### config.mk
export PLATFORM = sky130hd
export DESIGN_NAME = pll_reset_seq
export DESIGN_NICKNAME = d
export VERILOG_FILES = /design/src/rtl/pll_reset_seq.sv
export SDC_FILE = /design/constraint.sdc
export NUM_CORES = 1
export LEC_CHECK = 0
export CAP_MARGIN = 25
export CELL_PAD_IN_SITES_DETAIL_PLACEMENT = 0
export CELL_PAD_IN_SITES_GLOBAL_PLACEMENT = 1
export CORE_MARGIN = 4
export CORE_UTILIZATION = 35
export DETAILED_ROUTE_END_ITERATION = 12
export PLACE_DENSITY = 0.78
export SLEW_MARGIN = 0
export SYNTH_ARGS = -nofsm -noshare
export SYNTH_HDL_FRONTEND = slang
export SYNTH_SLANG_ARGS = --single-unit
### constraint.sdc
create_clock -name clk -period 3 [get_ports clk]
set_clock_uncertainty 0.05 [all_clocks]
set_input_delay 0.45 -clock clk [delete_from_list [all_inputs] [get_ports clk]]
set_output_delay 0.45 -clock clk [all_outputs]
set_load 0.005 [all_outputs]
### src/rtl/pll_reset_seq.sv
// pll_reset_seq: staged active-low reset sequencer driven by the PLL lock flag.
// Filters lock chatter, holds all resets for a fixed interval, then releases
// core, peripheral and video resets in order. Loss of lock or a software
// request re-asserts all resets together.
// Optional feature macro: PLL_RESET_SEQ_LOSS_CNT_EN builds the saturating
// lock-loss counter; when undefined, lock_loss_cnt is tied to zero.
module pll_reset_seq #(
    parameter int unsigned SYNC_STAGES = 2,
    parameter int unsigned LOCK_CYCLES = 1024,
    parameter int unsigned HOLD_CYCLES = 256,
    parameter int unsigned STAGE_GAP   = 16,
    parameter int unsigned CNT_W       = 8
) (
    input  logic             clk,
    input  logic             rst_n,
    input  logic             pll_locked,
    input  logic             soft_rst_req,
    output logic             rst_core_n,
    output logic             rst_periph_n,
    output logic             rst_video_n,
    output logic             ready,
    output logic [CNT_W-1:0] lock_loss_cnt
);

    localparam int unsigned MAX_A = (LOCK_CYCLES > HOLD_CYCLES) ? LOCK_CYCLES : HOLD_CYCLES;
    localparam int unsigned MAX_C = (MAX_A > STAGE_GAP) ? MAX_A : STAGE_GAP;
    localparam int unsigned CW    = (MAX_C > 1) ? $clog2(MAX_C) : 1;

    localparam logic [CW-1:0] LOCK_LD = CW'(LOCK_CYCLES - 1);
    localparam logic [CW-1:0] HOLD_LD = CW'(HOLD_CYCLES - 1);
    localparam logic [CW-1:0] GAP_LD  = CW'(STAGE_GAP - 1);

    typedef enum logic [2:0] {
        WAIT_LOCK,
        FILTER,
        HOLD,
        STAGE1,
        STAGE2,
        RUN
    } state_e;

    state_e                 state_q, state_d;
    logic [CW-1:0]          cnt_q, cnt_d;
    logic [SYNC_STAGES-1:0] sync_q;
    logic                   locked_s;
    logic                   core_q, core_d;
    logic                   periph_q, periph_d;
    logic                   video_q, video_d;
    logic                   ready_q, ready_d;

    assign locked_s = sync_q[SYNC_STAGES-1];

    // Synchronize the asynchronous PLL lock flag into the clk domain.
    always_ff @(posedge clk or negedge rst_n) begin
        if (!rst_n) begin
            sync_q <= '0;
        end else begin
            sync_q <= {sync_q[SYNC_STAGES-2:0], pll_locked};
        end
    end

    // State, shared down-counter and registered reset outputs.
    always_ff @(posedge clk or negedge rst_n) begin
        if (!rst_n) begin
            state_q  <= WAIT_LOCK;
            cnt_q    <= '0;
            core_q   <= 1'b0;
            periph_q <= 1'b0;
            video_q  <= 1'b0;
            ready_q  <= 1'b0;
        end else begin
            state_q  <= state_d;
            cnt_q    <= cnt_d;
            core_q   <= core_d;
            periph_q <= periph_d;
            video_q  <= video_d;
            ready_q  <= ready_d;
        end
    end

    // Next-state logic; outputs are decoded from the next state so that they
    // change on the same edge as the state and still leave straight from flops.
    always_comb begin
        state_d = state_q;
        cnt_d   = cnt_q;
        case (state_q)
            WAIT_LOCK: begin
                if (locked_s) begin
                    state_d = FILTER;
                    cnt_d   = LOCK_LD;
                end
            end
            FILTER: begin
                if (!locked_s) begin
                    state_d = WAIT_LOCK;
                    cnt_d   = LOCK_LD;
                end else if (cnt_q == '0) begin
                    state_d = HOLD;
                    cnt_d   = HOLD_LD;
                end else begin
                    cnt_d = cnt_q - CW'(1);
                end
            end
            HOLD, STAGE1, STAGE2: begin
                if (!locked_s) begin
                    state_d = WAIT_LOCK;
                    cnt_d   = LOCK_LD;
                end else if (soft_rst_req) begin
                    state_d = HOLD;
                    cnt_d   = HOLD_LD;
                end else if (cnt_q == '0) begin
                    case (state_q)
                        HOLD:    begin state_d = STAGE1; cnt_d = GAP_LD; end
                        STAGE1:  begin state_d = STAGE2; cnt_d = GAP_LD; end
                        default: begin state_d = RUN;    cnt_d = '0;     end
                    endcase
                end else begin
                    cnt_d = cnt_q - CW'(1);
                end
            end
            RUN: begin
                if (!locked_s) begin
                    state_d = WAIT_LOCK;
                    cnt_d   = LOCK_LD;
                end else if (soft_rst_req) begin
                    state_d = HOLD;
                    cnt_d   = HOLD_LD;
                end
            end
            default: begin
                state_d = WAIT_LOCK;
                cnt_d   = LOCK_LD;
            end
        endcase

        core_d   = (state_d == STAGE1) || (state_d == STAGE2) || (state_d == RUN);
        periph_d = (state_d == STAGE2) || (state_d == RUN);
        video_d  = (state_d == RUN);
        ready_d  = (state_d == RUN);
    end

    assign rst_core_n   = core_q;
    assign rst_periph_n = periph_q;
    assign rst_video_n  = video_q;
    assign ready        = ready_q;

`ifdef PLL_RESET_SEQ_LOSS_CNT_EN
    logic [CNT_W-1:0] loss_q;
    logic             loss_inc;

    assign loss_inc = (state_q == RUN) && !locked_s;

    // Saturating count of lock losses taken from RUN; only rst_n clears it.
    always_ff @(posedge clk or negedge rst_n) begin
        if (!rst_n) begin
            loss_q <= '0;
        end else if (loss_inc && (loss_q != '1)) begin
            loss_q <= loss_q + CNT_W'(1);
        end
    end

    assign lock_loss_cnt = loss_q;
`else
    assign lock_loss_cnt = '0;
`endif

endmodule

* Word-level counts from Yosys, hierarchy flattened *
Cells that the tools add are included.

cells by class
  add/subtract/negate cells = 1
  $mul = 0
  divide/modulo/power cells = 0
  order comparisons = 0
  eq/ne operators = 10
  shifts and indexed selects = 0
  multiplexer cells = 20
  bitwise operators = 0
  reduce and logical (&&, ||, !) cells = 8

operators with widths
  operator               number
  $mux 10                8
  $pmux 10 s4            1
  $mux 3                 8
  $eq 3x3->1 const B     4
  $pmux 3 s4             1
  $logic_not 10->1       1
  $sub 10x1->10 const B  1
  $eq 3x2->1 const B     3
  $pmux 3 s2             1
  $mux 4                 1
  $eq 3x1->1 const B     1
  $logic_not 3->1        1
  $logic_or 1x1->1       3
  $ne 3x3->1 const B     1
  $reduce_or 3->1        1
  $ne 2x2->1 const B     1
  $reduce_and 2->1       1
  $reduce_or 2->1        1

storage, ports and cells
  bits in registers = 18
  latch bits = 0
  RAM bits = 0
  bits in read-only memories = 0
  input port bits = 4
  output and inout port bits = 12
  word-level logic and storage cells = 45
  memories kept = 0

* Logic depth before layout (Yosys ltp) *
Gate-level depths: netlist of the first run.

  depth in word-level cells = 9
  mapped depth = 6
  gate-level depth less buffers = 6

* Worst setup path before layout of the first run *
Ideal clock, no wire load.

  path kind = register to register
  start point = register cnt_q[0]
  end point = register cnt_q[0]
  library setup time = 0.150 ns
  arrival time = 1.674 ns
  data required time = 2.800 ns
  slack = 1.126 ns
  stages on the path, launching flop included = 7
  buffers on the path = 0
  clock period less this slack = 1.874 ns
  cell sequence = dfrtp_1 > inv_1 > ha_1 > nor3b_2 > nand2_1 > nor4_1 > a211oi_1

on the way
  longest elaborated chain between the ends = 5
  elaborated cells between the ends (all ways) = 8
  those cells by class = add/sub: 1; mux: 6; reduce/logical: 1

ends and longest elaborated chain
  element                                                   RTL line  RTL
  start: declaration                                        43        logic [CW-1:0] cnt_q, cnt_d;
  start signal: assignment                                  73        cnt_q <= cnt_d;
  $sub 10x1->10 / $logic_not 10->1 (equally long branches)  -
  $mux 10                                                   111       end else if (cnt_q == '0) begin
  $mux 10                                                   108       end else if (soft_rst_req) begin
  $mux 10                                                   105       if (!locked_s) begin
  $pmux 10 s4 (*)                                           86        case (state_q)

Mark *: on every way between the ends. The rest lies on a longest branch, timed or not.
A chain may end at the register's enable or synchronous reset.

* Final worst setup path of the first run *
  start point = register cnt_q[0]
  end point = register cnt_q[2]

The elaborated chain is that of the path after synthesis.

==> metrics.csv, run 1 <==
stage;metric;value;unit
route;first_pass_iters;4;
min_path;min_path_type;register to register;
clocking;post_cts_buffers;0;
grt;first_global_vias;1035;
pwr;p_leak;0.508;nW
pwr;switching_share;0.242;
route;drc_errors;0;
placed_design;dpl.hpwl;2130;microns
timing;rsz0062_at_grt;false;
timing;fin_crit;2.10;ns
synthesis;ys_seq_area_frac;0.345;
timing;slew_violations;0;
setup_path;critical_path_class;register to register;
pwr;vdd_ir_drop_max;0.000272;V
timing;fin_tns_setup;0;ns
timing;fmax;0.477;GHz
floorplanning;die_h;69.1;microns
synthesis;ys_types;55;
placed_design;gp_congestion;0.795;
cells_and_area;multi_input_area;748;sq um
timing;setup_ws;0.903;ns
timing;fin_crit_sh;0.699;
synthesis;synth-edff-count;0;
pwr;seqPwrFrac;0.512;
cells_and_area;n_antenna_cell;0;
cells_and_area;n_fill_cell;368;
timing;setup_violations;0;
clocking;cts_buffer_depth;2;
run_status;status;finished clean;
clocking;cts_buffers;3;
synthesis;synth_top_cells_by_area;dfrtp_1, buf_4, nor3_1, o211ai_1, a21oi_1;
pwr;comb_power_share;0.085;
route;vias;1138;
floorplanning;num_rows;21;
synthesis;postSynthCellCount;146;
floorplanning;coreArea;3470;sq um
clocking;clock_sinks;18;
floorplanning;num_io_pins;16;
grt;grt-ovfl-total;0;
clocking;cts-root-buf;clkbuf_8;
setup_path;startpoint_type;register;
grt;antenna_found_initial;0;
route;postRouteAntennaNets;0;
grt;met2_usage;0.207;
clocking;ctsHoldBuffers;0;
placed_design;pre_cts_slack;0.715;ns
cells_and_area;fin_area;1410;sq um
route;wire_per_inst;15.1;microns
synthesis;synth_top_flop_cell;dfrtp_1;
cells_and_area;area_delta_synth_final;8.05;%
synthesis;syn-cell-area;1310;sq um
setup_path;crit_fanout;8;
setup_path;setup.worst_path.end_class;register;
setup_path;worstPathArrival;2.21;ns
cells_and_area;final_cell_mix;dfrtp_1, nor2_1, nor3_1, conb_1;
placed_design;io_buffers;7;
timing;slew_headroom;0.420;
timing;worstMarginPinSlew;0.868;ns
pwr;power.switching;0.000122;W
cells_and_area;final-seq-area;450;sq um
cells_and_area;nets;154;
clocking;cts-resized-gates;0;
route;vias_per_cell;5.87;
grt;grt_usage;0.126;
synthesis;ys_ff_latch;18;
route;drt-total-wl;2930;microns
timing;finalHoldViolations;0;
clocking;cts_tree;yes;
pwr;power.share.clock;0.403;
clocking;htreeDepth;1;
synthesis;ys_async_sr_fraction;1.00;
setup_path;worstPathRequired;3.11;ns
floorplanning;die_w;69.1;microns
pwr;powerDensity;357;nW/um^2
pwr;internal_power;0.000382;W
job;drv_cap;0;
synthesis;synth_top_area_cell;dfrtp_1;
grt;busiest_layer;met2;
placed_design;dpl-instance-area;1360;sq um
clocking;insertion_delay;0.26;ns
grt;met1_usage;0.172;
cells_and_area;drive_gt1_frac;0.108;
grt;grt_max_degree;19;
synthesis;syn_avg_cell_area;8.95;sq um
synthesis;ys_warn_count;0;
floorplanning;die_area;4770;sq um
grt;grt_pass1_wl;5020;microns
grt;grtUsageMet3;0.0174;
synthesis;synth_top_area_share;0.345;
floorplanning;start_util;0.377;
clocking;path_clk_slew;0.07;ns
route;drtIter0Drc;28;
cells_and_area;layout.cells.most_common;dfrtp_1;
==> logic make-up (layout without fill, tap and decap cells) <==
family | Yosys count | count (layout) | synth area share
XOR/XNOR | 1 | 1 | 0.00671
flip-flops | 18 | 18 | 0.345
AO/OA/AOI/OAI | 49 | 49 | 0.276
buffers and inverters | 23 | 18 | 0.102
adder cells (fa/ha/maj) | 1 | 1 | 0.00958
AND/OR/NAND/NOR | 53 | 53 | 0.258
other | 1 | 8 | 0.00287
==> final cells by class <==
cell class,instances,area share
Timing Repair Buffer,8,0.0550
Clock buffer,4,0.0390
Sequential cell,18,0.319
Multi-Input combinational cell,112,0.530
Inverter,6,0.0160
Tap cell,46,0.0408
==> per-stage QoR <==
step | std cells | hold WS (ns) | utilization | power (W)
2_1_floorplan | 153 | 0.104 | - | 0.000298
3_3_place_gp | 190 | 0.290 | 0.391 | 0.000303
3_5_place_dp | 190 | 0.294 | 0.391 | 0.000305
4_1_cts | 194 | 0.310 | 0.407 | 0.000507
5_1_grt | 194 | 0.323 | 0.407 | 0.000530
6_report | 194 | 0.307 | 0.407 | 0.000503
==> layer usage <==
layer  vias up  part of all wire
met5         -                 0
met4         0             0.012
met3         5             0.043
met2        29              0.47
met1       547              0.47
li1        557                 -
==> power groups by stage <==
stage / logic [W] / registers, W / clock network [W]
after global routing: 0.0000485 / 0.000259 / 0.000222
after floorplan: 0.0000417 / 0.000257 / 0
final: 0.0000428 / 0.000258 / 0.000203
after CTS: 0.0000429 / 0.000257 / 0.000207
after global placement: 0.0000416 / 0.000262 / 0
after detailed placement: 0.0000428 / 0.000262 / 0
==> critical path: stages (launching register included) <==
cell	delay (ns)
dfrtp_1	0.42
inv_1	0.07
ha_1	0.19
or3b_1	0.45
nor3_4	0.38
o21ai_1	0.17
a311oi_1	0.28
==> flip-flops by register name, indices dropped and copies added (netlist names) <==
signal	count
rst_core_n	1
cnt_q	10
state_q	3
ready	1
sync_q	2
rst_periph_n	1
==> cells in the mapped netlist, drive strengths merged, types with 2 or more instances <==
cell type	count
a211oi	4
o311ai	2
a31oi	3
nand2	5
o22ai	2
o21ai	5
a311oi	2
o31a	2
nor3b	3
nor4	4
dfrtp	18
nor2b	2
clkbuf	5
nand3	3
buf	12
a21oi	7
a21boi	4
o31ai	4
or3	3
or2	2
nand2b	4
nor2	9
a2111oi	2
or4	2
o211ai	5
inv	6
o21bai	2
nor3	9
==> final timing paths <==
kind / startpoint / to / slack (ns) / cells after the start
worst min-delay path: sync_q[0] / sync_q[1] / 0.31 / 0
worst max register to register: cnt_q[0] / cnt_q[2] / 0.90 / 6
worst max-delay path: cnt_q[0] / cnt_q[2] / 0.90 / 6
max in group asynchronous: rst_n / sync_q[0] / 1.73 / 1
min in group asynchronous: rst_n / cnt_q[7] / 0.64 / 1
worst min register to register: sync_q[0] / sync_q[1] / 0.31 / 0
(Power assumes the default switching activity.)
==> run 2, diff against run 1 <==
--- a/config.mk
+++ b/config.mk
@@ -11,7 +11,7 @@
 export CORE_MARGIN = 4
 export CORE_UTILIZATION = 35
 export DETAILED_ROUTE_END_ITERATION = 12
-export PLACE_DENSITY = 0.78
+export PLACE_DENSITY = 0.8
 export SLEW_MARGIN = 0
 export SYNTH_ARGS = -nofsm -noshare
 export SYNTH_HDL_FRONTEND = slang
==> constraint.sdc (replaced) <==
create_clock -name clk -period 1.9 [get_ports clk]
set_clock_uncertainty 0.05 [all_clocks]
set_input_delay 0.285 -clock clk [delete_from_list [all_inputs] [get_ports clk]]
set_output_delay 0.285 -clock clk [all_outputs]
set_load 0.005 [all_outputs]
==> metrics.csv, run 2 (synthesis results as in run 1) <==
stage;metric;value;unit
run_status;status;finished clean;
clocking;ctsHoldBuffers;0;
setup_path;crit_fanout;6;
timing;fin_crit;1.84;ns
setup_path;cp_slowest_cell;or4_4;
cells_and_area;final-seq-area;454;sq um
route;vias;1258;
cells_and_area;final_cell_mix;buf_4, dfrtp_1, nor2_1;
timing;fmax;0.544;GHz
grt;antenna_found_initial;0;
setup_path;critical_path_class;register to register;
floorplanning;num_rows;21;
timing;slew_violations;0;
grt;busiest_layer;met2;
grt;grt_max_degree;19;
clocking;cts_buffers;3;
placed_design;gp_congestion;0.817;
cells_and_area;layout.cells.most_common;buf_4;
route;drc_errors;0;
cells_and_area;final_core_util;0.495;
cells_and_area;n_antenna_cell;0;
setup_path;startpoint_type;register;
timing;fin_crit_sh;0.968;
placed_design;io_buffers;7;
cells_and_area;multi_input_area;847;sq um
clocking;cts_tree;yes;
timing;fin_tns_setup;0;ns
clocking;clock_sinks;18;
timing;rsz0062_at_grt;true;
route;vias_per_cell;5.67;
setup_path;r2r_setup_slack;0.06;ns
route;wire_per_inst;15.1;microns
cells_and_area;nets;183;
clocking;path_clk_slew;0.07;ns
pwr;comb_power_share;0.138;
pwr;internal_power;0.000583;W
grt;met1_usage;0.192;
cells_and_area;largest_reg_flops;10;
pwr;power.switching;0.000191;W
pwr;switching_share;0.246;
setup_path;ff2ff_path_depth;4;
pwr;powerDensity;450;nW/um^2
grt;grt_usage;0.146;
floorplanning;coreArea;3470;sq um
grt;first_global_vias;1215;
cells_and_area;drive_gt1_frac;0.358;
route;drt-total-wl;3360;microns
floorplanning;die_area;4770;sq um
pwr;seqPwrFrac;0.520;
setup_path;path_cells;or3_4 > or4_4 > o311ai_4 > o21ai_1;
setup_path;path_delay_family;simple AND/OR/NAND/NOR gates;
pwr;power.share.clock;0.342;
grt;grtUsageMet3;0.0233;
setup_path;critPathBufInv;0;
setup_path;setup.worst_path.end_class;register;
clocking;cts_buffer_depth;2;
clocking;htreeDepth;1;
setup_path;worstPathArrival;1.92;ns
timing;setup_violations;0;
cells_and_area;area_delta_synth_final;31.5;%
pwr;vdd_ir_drop_max;0.000340;V
floorplanning;die_w;69.1;microns
grt;met2_usage;0.237;
cells_and_area;top_regs;cnt_q: 10 flops, state_q: 3 flops, sync_q: 2 flops;
cells_and_area;n_fill_cell;335;
timing;finalHoldViolations;0;
job;drv_cap;0;
clocking;insertion_delay;0.25;ns
cells_and_area;max_flop_register;cnt_q;
setup_path;reg2reg_to;cnt_q[9];
grt;grt_pass1_wl;5790;microns
route;postRouteAntennaNets;0;
placed_design;dpl.hpwl;2520;microns
clocking;cts-root-buf;clkbuf_8;
pwr;p_leak;0.673;nW
setup_path;r2r_start;cnt_q[5];
setup_path;worstPathRequired;1.98;ns
floorplanning;die_h;69.1;microns
floorplanning;start_util;0.377;
route;drtIter0Drc;29;
grt;grt-ovfl-total;0;
floorplanning;num_io_pins;16;
min_path;min_path_type;primary input to asynchronous set/reset pin;
route;first_pass_iters;4;
setup_path;cp_slowest_stage_delay;0.51;ns
## run 2: how the worst max path moves through the flow
stage / start / endpoint / cells after the start
after floorplan: cnt_q[0] / cnt_q[0] / 6
after global placement: soft_rst_req / cnt_q[3] / 5
after detailed placement: soft_rst_req / cnt_q[3] / 5
after CTS: cnt_q[1] / cnt_q[9] / 5
after global routing: cnt_q[0] / cnt_q[6] / 7
final: cnt_q[5] / cnt_q[9] / 4
## run 2: routing by layer
metal	vias to the layer above	wire, microns
met5	-	0
met3	8	111
li1	610	-
met1	616	1550
met2	24	1630
met4	0	68
## run 2: power by group through the flow
| stage | logic [W] | registers (W) | clock network (W) |
|---|---|---|---|
| 3_3_place_gp | 0.0000930 | 0.000408 | 0 |
| 2_1_floorplan | 0.0000659 | 0.000405 | 0 |
| 5_1_grt | 0.000120 | 0.000404 | 0.000299 |
| 6_report | 0.000107 | 0.000402 | 0.000265 |
| 4_1_cts | 0.0000957 | 0.000401 | 0.000271 |
| 3_5_place_dp | 0.0000953 | 0.000409 | 0 |
## run 2: layout make-up
| class | count | area share |
|---|---|---|
| Timing Repair Buffer | 37 | 0.172 |
| Multi-Input combinational cell | 112 | 0.493 |
| Inverter | 6 | 0.0131 |
| Sequential cell | 18 | 0.264 |
| Clock buffer | 3 | 0.0240 |
| Tap cell | 46 | 0.0335 |
## run 2: what timing repair did
action / in CTS / in global routing
buffers inserted: 0 / 5
gates resized for setup: 0 / 22
setup endpoints to repair: 0 / 12
## run 2: worst register-to-register path: cells and delay by family (launching register included)
| kind | cells | cell delay (ns) |
|---|---|---|
| compound gates | 2 | 0.31 |
| simple gates | 2 | 0.92 |
| flops | 1 | 0.44 |
## run 2: metrics by stage
stage / total power, W / instance area, sq um / setup slack (ns) / hold slack (ns) / cells
6_report: 0.000774 / 1720 / 0.0611 / 0.306 / 222
5_1_grt: 0.000823 / 1720 / -0.0539 / 0.333 / 222
4_1_cts: 0.000768 / 1580 / 0.0247 / 0.309 / 217
3_5_place_dp: 0.000504 / 1540 / -0.0650 / 0.294 / 214
3_3_place_gp: 0.000501 / 1540 / -0.0256 / 0.290 / 214
2_1_floorplan: 0.000471 / 1330 / 0.0256 / -0.0606 / 153
==> run 3, diff against run 2 <==
--- a/config.mk
+++ b/config.mk
@@ -11,6 +11,7 @@
 export CORE_MARGIN = 4
 export CORE_UTILIZATION = 35
 export DETAILED_ROUTE_END_ITERATION = 12
+export GPL_ROUTABILITY_DRIVEN = 0
 export PLACE_DENSITY = 0.8
 export SLEW_MARGIN = 0
 export SYNTH_ARGS = -nofsm -noshare
==> results of run 3 <==
No change in the layout: final DEF, timing and power equal those of run 2.
